[src/rtl/gap_scan_engine.sv]
// gap_scan_engine: binary-gap analyser coprocessor.
// Captures a DATA_W-bit word on an accepted start and scans it LSB first, one bit
// per cycle. It reports the longest zero run bounded by ones on both sides, and the
// number of such runs that are at least MIN_GAP long.
// Optional feature macro: GAP_POS_EN. When it is defined, the gap_pos port is added
// and reports the start index of the longest gap.
module gap_scan_engine #(
  parameter int DATA_W  = 32,
  parameter int MIN_GAP = 1,
  localparam int GAP_W  = $clog2(DATA_W + 1)
) (
  input  logic              clk,
  input  logic              rst,
  input  logic              start,
  input  logic [DATA_W-1:0] data,
  output logic              busy,
  output logic              done,
  output logic [GAP_W-1:0]  gap_len,
  output logic [GAP_W-1:0]  gap_cnt
`ifdef GAP_POS_EN
  ,
  output logic [GAP_W-1:0]  gap_pos
`endif
);

  localparam logic [GAP_W-1:0] MIN_GAP_W = GAP_W'(MIN_GAP);
  localparam logic [GAP_W-1:0] LAST_IDX  = GAP_W'(DATA_W - 1);

  typedef enum logic [1:0] {
    S_IDLE = 2'd0,
    S_SCAN = 2'd1,
    S_DONE = 2'd2
  } state_t;

  state_t state_reg, state_next;
  logic   accept;

  // Shift register of the word. The bit under test is always bit 0, so the
  // scan never has to index the word with a variable.
  logic [DATA_W-1:0] shadow_reg;
  logic [GAP_W-1:0]  idx_reg;
  logic              seen_one_reg;
  logic [GAP_W-1:0]  run_reg;
  logic [GAP_W-1:0]  cnt_reg;
  logic [GAP_W-1:0]  best_len_reg;
`ifdef GAP_POS_EN
  logic [GAP_W-1:0]  best_pos_reg;
  logic [GAP_W-1:0]  best_pos_upd;
`endif

  logic              bit_val;
  logic              last_bit;
  logic              gap_close;
  logic              longer;
  logic [GAP_W-1:0]  cnt_upd;
  logic [GAP_W-1:0]  best_len_upd;
  logic [GAP_W-1:0]  run_upd;

  // State register.
  always_ff @(posedge clk or negedge rst) begin
    if (!rst) begin
      state_reg <= S_IDLE;
    end else begin
      state_reg <= state_next;
    end
  end

  // Next-state logic, start acceptance and status outputs.
  // A start is accepted in IDLE or DONE. A start during SCAN is ignored.
  always_comb begin
    state_next = state_reg;
    accept     = 1'b0;
    busy       = 1'b0;
    done       = 1'b0;
    case (state_reg)
      S_IDLE: begin
        if (start) begin
          accept     = 1'b1;
          state_next = S_SCAN;
        end
      end
      S_SCAN: begin
        busy = 1'b1;
        if (last_bit) begin
          state_next = S_DONE;
        end
      end
      S_DONE: begin
        done = 1'b1;
        if (start) begin
          accept     = 1'b1;
          state_next = S_SCAN;
        end else begin
          state_next = S_IDLE;
        end
      end
      default: state_next = S_IDLE;
    endcase
  end

  // Per-bit gap bookkeeping.
  // The updated values are also what the outputs capture on the last bit, so
  // the final bit's own contribution is never lost.
  always_comb begin
    bit_val      = shadow_reg[0];
    last_bit     = (idx_reg == LAST_IDX);
    gap_close    = bit_val && seen_one_reg && (run_reg >= MIN_GAP_W);
    longer       = gap_close && (run_reg > best_len_reg);
    cnt_upd      = gap_close ? cnt_reg + 1'b1 : cnt_reg;
    best_len_upd = longer ? run_reg : best_len_reg;
`ifdef GAP_POS_EN
    best_pos_upd = longer ? idx_reg - run_reg : best_pos_reg;
`endif
    if (bit_val) begin
      run_upd = '0;
    end else if (seen_one_reg) begin
      run_upd = run_reg + 1'b1;
    end else begin
      run_upd = run_reg;
    end
  end

  // Working registers and result registers.
  // The results change only on the final scan cycle and hold through any later scan.
  always_ff @(posedge clk or negedge rst) begin
    if (!rst) begin
      shadow_reg   <= '0;
      idx_reg      <= '0;
      seen_one_reg <= 1'b0;
      run_reg      <= '0;
      cnt_reg      <= '0;
      best_len_reg <= '0;
      gap_len      <= '0;
      gap_cnt      <= '0;
`ifdef GAP_POS_EN
      best_pos_reg <= '0;
      gap_pos      <= '0;
`endif
    end else if (accept) begin
      shadow_reg   <= data;
      idx_reg      <= '0;
      seen_one_reg <= 1'b0;
      run_reg      <= '0;
      cnt_reg      <= '0;
      best_len_reg <= '0;
`ifdef GAP_POS_EN
      best_pos_reg <= '0;
`endif
    end else if (state_reg == S_SCAN) begin
      shadow_reg   <= shadow_reg >> 1;
      idx_reg      <= idx_reg + 1'b1;
      seen_one_reg <= seen_one_reg | bit_val;
      run_reg      <= run_upd;
      cnt_reg      <= cnt_upd;
      best_len_reg <= best_len_upd;
`ifdef GAP_POS_EN
      best_pos_reg <= best_pos_upd;
`endif
      if (last_bit) begin
        gap_len <= best_len_upd;
        gap_cnt <= cnt_upd;
`ifdef GAP_POS_EN
        gap_pos <= best_pos_upd;
`endif
      end
    end
  end

endmodule

[config.mk]
export PLATFORM = sky130hd
export DESIGN_NAME = gap_scan_engine
export DESIGN_NICKNAME = d
export VERILOG_FILES = /design/src/rtl/gap_scan_engine.sv
export SDC_FILE = /design/constraint.sdc
export NUM_CORES = 1
export LEC_CHECK = 0
export CAP_MARGIN = 0
export CELL_PAD_IN_SITES_DETAIL_PLACEMENT = 1
export CELL_PAD_IN_SITES_GLOBAL_PLACEMENT = 2
export CORE_MARGIN = 3
export CORE_UTILIZATION = 36
export DETAILED_ROUTE_END_ITERATION = 10
export PLACE_DENSITY_LB_ADDON = 0.2
export SLEW_MARGIN = 20
export SYNTH_ARGS = -nofsm -noshare
export SYNTH_HDL_FRONTEND = slang
export SYNTH_SLANG_ARGS = --single-unit
[constraint.sdc]
create_clock -name clk -period 6.55 [get_ports clk]
set_input_delay 1.31 -clock clk [delete_from_list [all_inputs] [get_ports clk]]
set_output_delay 1.31 -clock clk [all_outputs]
set_load 0.005 [all_outputs]
Word-level counts from Yosys, hierarchy flattened

Cells that the tools add are included.

Register bits: 71
Input bits: 35
Logic and storage cells: 55

Add/subtract/negate cells: 3
Magnitude comparators: 2
Eq/ne operators: 5
Multiplexer cells: 24
Bitwise operators: 2
Reductions and logical operators: 10

Operators with widths:

| operator            | number |
|---|---|
| $mux 6              | 12 |
| $mux 32             | 2 |
| $add 6x1->6 const B | 3 |
| $mux 1              | 7 |
| $eq 6x5->1 const B  | 1 |
| $ge 6x1->1 const B  | 1 |
| $gt 6x6->1          | 1 |
| $pmux 2 s3          | 1 |
| $mux 2              | 2 |
| $ne 2x2->1 const B  | 2 |
| $reduce_and 2->1    | 2 |
| $logic_and 1x1->1   | 3 |
| $reduce_and 3->1    | 1 |
| $reduce_bool 3->1   | 1 |
| $eq 2x1->1 const B  | 1 |
| $eq 2x2->1 const B  | 1 |
| $logic_not 2->1     | 1 |
| $reduce_bool 2->1   | 1 |
| $reduce_or 2->1     | 1 |
| $not 1->1           | 1 |
| $or 1x1->1          | 1 |

Logic depth before layout (Yosys ltp)

Depth in word-level cells: 6
Depth in mapped cells: 8
Mapped depth without buffers: 7

Worst setup path after synthesis

OpenSTA, ideal clock, no wires.

Path kind: register to output
Start point: register state_reg[1]
End point: output busy
Arrival: 1.294 ns
Required time: 5.240 ns
Path slack: 3.946 ns
Stages on the path, launching flop included: 6
Buffers on the path: 3
Cells stage by stage: dfrtp_1 > nand2b_1 > clkbuf_1 > inv_1 > clkbuf_1 > clkbuf_1

Word-level cells in the longest chain between the ends: 2

RTL lines:

| item                   | RTL line | RTL |
|---|---|---|
| from (decl)            | 35       | `state_t state_reg, state_next;` |
| from (signal assigned) | 64       | `state_reg <= state_next;` |
| $eq 2x1->1             | 75       | `case (state_reg)` |
| $mux 1                 | 75       |  |
| to (decl)              | 16       | `output logic busy,` |

No other way between the ends.

Worst setup path in the final report

Start point: register state_reg[0]
End point: output busy

The elaborated chain is that of the path after synthesis.

==> run metrics <==
FMAX 310 MHz; initial core utilization 37.9%; PwrDens 421 nW/um^2; Pre-antenna DRT Iters 4; Req. time, crit path 5240 ps; YS warnings 0; vias in the first global route 2,638; fin crit period 3220 ps; total track usage 15.6%; antenna diode instance count 0; CP endpoint kind output port; final hold vios 0; DR vias/cell 5.29; Comb power frac 35.8%; sequential area share after synthesis 52.7%; TritonCTS buffer count 9; antenna viol nets, final 0; port bufs 48; Setup Fix Bufs, Post-CTS 0; clock sinks 71; first-pass GRT wire length 13,100 um; H-tree levels 3; Post-DP HPWL 4990 um; Post-Route Setup TNS 0 ps; worst hold path type reg2reg; share of layout cells above drive strength 1 6.35%; CP Class reg2out; FF+latch count, synth 71; switch share 36.4%; Slowest cell on crit path nand2b_1; CP Max Fanout 18; Worst Setup Start Kind flop; post-route insts no fill 502; sequential share of power 41.7%; Rel. slew slack 37.6%; Synth Area per Inst 9.71 um^2; WP data arrival 1910 ps; Clock Latency Late Sink 340 ps; Syn Inst Count 347; cts hold-fix bufs 0; Peak VDD IR 162 uV; residual DRC count 0; Inst Count DP 486; antenna violations before repair 0; Post-CTS Resized 0; Mapped Nets 393; clk root buf clkbuf_8; die area 10,600 um^2; max incr delay on CP 550 ps; die span in x 103 um; MaxCap Viol Count 0; wire length per cell 15.2 um; setup violators final 0; Max Slew Vio Count 0; mapped cell area 3370 um^2; Int Pwr 0.00111 W; row cnt 34; cell taking the most area after synthesis dfrtp_1; gpl congestion 0.765; largest net degree at the start of global routing 72; CP delay by family, top buffers and inverters; leakage power total 1.83 nW; Die Height 103 um; Synth area leaders dfrtp_1 (53%), nand2_1 (9.0%), a22oi_1 (6.7%), ha_1 (4.1%), a21oi_1 (2.5%); CTS tree yes; CTS Buffer Depth 2; max reg flops 32; PnR Total Power 0.00175 W; Layout area overhead 23.1%; clock share of power 22.5%; RSZ-0062 raised after global routing false; CP Buf/Inv Count 2; Cell Chain, Critical Path nand2b_1, inv_1, clkdlybuf4s50_1; fin crit share 49.2%; core footprint 8890 um^2; DR iter-0 viols 96; I/O pin cnt 49; nets@finish 435; Clock transition at path regs 80 ps; post-synth top area share 52.7%; grt total ovfl 0; DR vias 2,654; Final Skew 8.05 ps; count of cell types in the netlist 37; status complete, no violations; switching pwr 0.000635 W; WL final 7640 um; slew of the pin with the lowest slew margin 936 ps
## final timing paths
| check | slack, ps | endpoint | cells after the start | startpoint |
|---|---|---|---|---|
| setup / recovery | 3330 | busy | 3 | state_reg[0] |
| hold / removal | 480 | shadow_reg[29] | 2 | shadow_reg[29] |
| setup reg to reg | 3790 | cnt_reg[5] | 7 | state_reg[0] |
| hold reg to reg | 480 | shadow_reg[29] | 2 | shadow_reg[29] |
| max in group asynchronous | 4740 | shadow_reg[6] | 2 | rst |
| min in group asynchronous | 1180 | shadow_reg[25] | 2 | rst |
## power by group through the flow
stage          Sequential, W  Clock, W  Combinational [W]
6_report            0.000728  0.000393           0.000626
5_1_grt             0.000753  0.000425           0.000720
4_1_cts             0.000729  0.000406           0.000642
3_5_place_dp        0.000735         0           0.000639
3_3_place_gp        0.000732         0           0.000618
2_1_floorplan       0.000694         0           0.000469
## layout make-up
class / instances / area [um^2]
clock buffers: 11 / 141
clock inverters: 5 / 81.3
fillers: 1029 / 4740
inverters: 11 / 41.3
multi-input cells: 244 / 1470
flip-flops and latches: 71 / 1780
well taps: 108 / 135
repair buffers: 52 / 505
## worst min-delay path, stage by stage (launching register included)
cell and delay, ps:
dfrtp_1 350, nand2_1 50, nand2_1 50
## through the flow
stage | hold slack (ps) | setup slack (ps) | util [%] | cell area [um^2]
after floorplan | 446 | 3950 | - | 3370
after global placement | 461 | 3100 | 44.1 | 3930
after detailed placement | 464 | 3040 | 44.1 | 3930
after CTS | 486 | 3270 | 46.7 | 4150
after global routing | 497 | 3190 | 46.7 | 4150
final | 482 | 3330 | 46.7 | 4150
## layout by cell type (no fill, tap or decap), types with 2 or more instances in the layout
cell type        Yosys  final
a21oi_1             17     17
a22o_1               8      8
a22oi_1             30     30
a311o_1              2      2
a31oi_1              5      5
a32o_1               2      2
and3_1               3      3
buf_4                0      4
bufinv_16            0      2
clkbuf_8             0     10
clkdlybuf4s50_1      0     47
dfrtp_1             71     71
ha_1                11     11
inv_1               10     10
mux2i_1              7      7
nand2_1             81     81
nand2b_1             3      3
nand3_1              7      7
nand4_1              4      4
nor2_1              17     16
nor2b_1              3      2
nor3_1               2      2
o21ai_0             12     12
o21ai_1              9      9
o31ai_1              3      3
or3_1                3      3
xnor2_1              5      5
xor2_1               3      3
## synth_stat cells
master    number
nand2_1       81
dfrtp_1       71
a22oi_1       30
a21oi_1       17
nor2_1        17
clkbuf_1      16
o21ai_0       12
ha_1          11
inv_1         10
o21ai_1        9
a22o_1         8
mux2i_1        7
nand3_1        7
a31oi_1        5
xnor2_1        5
nand4_1        4
and3_1         3
nand2b_1       3
nor2b_1        3
o31ai_1        3
or3_1          3
xor2_1         3
a311o_1        2
a32o_1         2
buf_2          2
nor3_1         2
a21o_1         1
a311oi_4       1
and2_1         1
and4_1         1
buf_1          1
buf_6          1
clkbuf_2       1
clkinv_1       1
o211a_1        1
o211ai_4       1
or4_4          1
## cells by family after synthesis
kind of cell,share of synthesized area [%]
AOI/OAI and AO/OA,19.1
adders and majority gates,4.08
xor gates and xnor gates,2.08
DFF,52.7
buffers and inverters,3.90
muxes,2.08
and+or+nand+nor,16.0
## routing by layer
metal	GRT usage [%]	wire length [um]
met3	2.50	244
met5	0	0
met4	5.68	56
met1	22.1	3860
met2	24.3	3480
No activity file was read; power rests on OpenSTA's default activity.
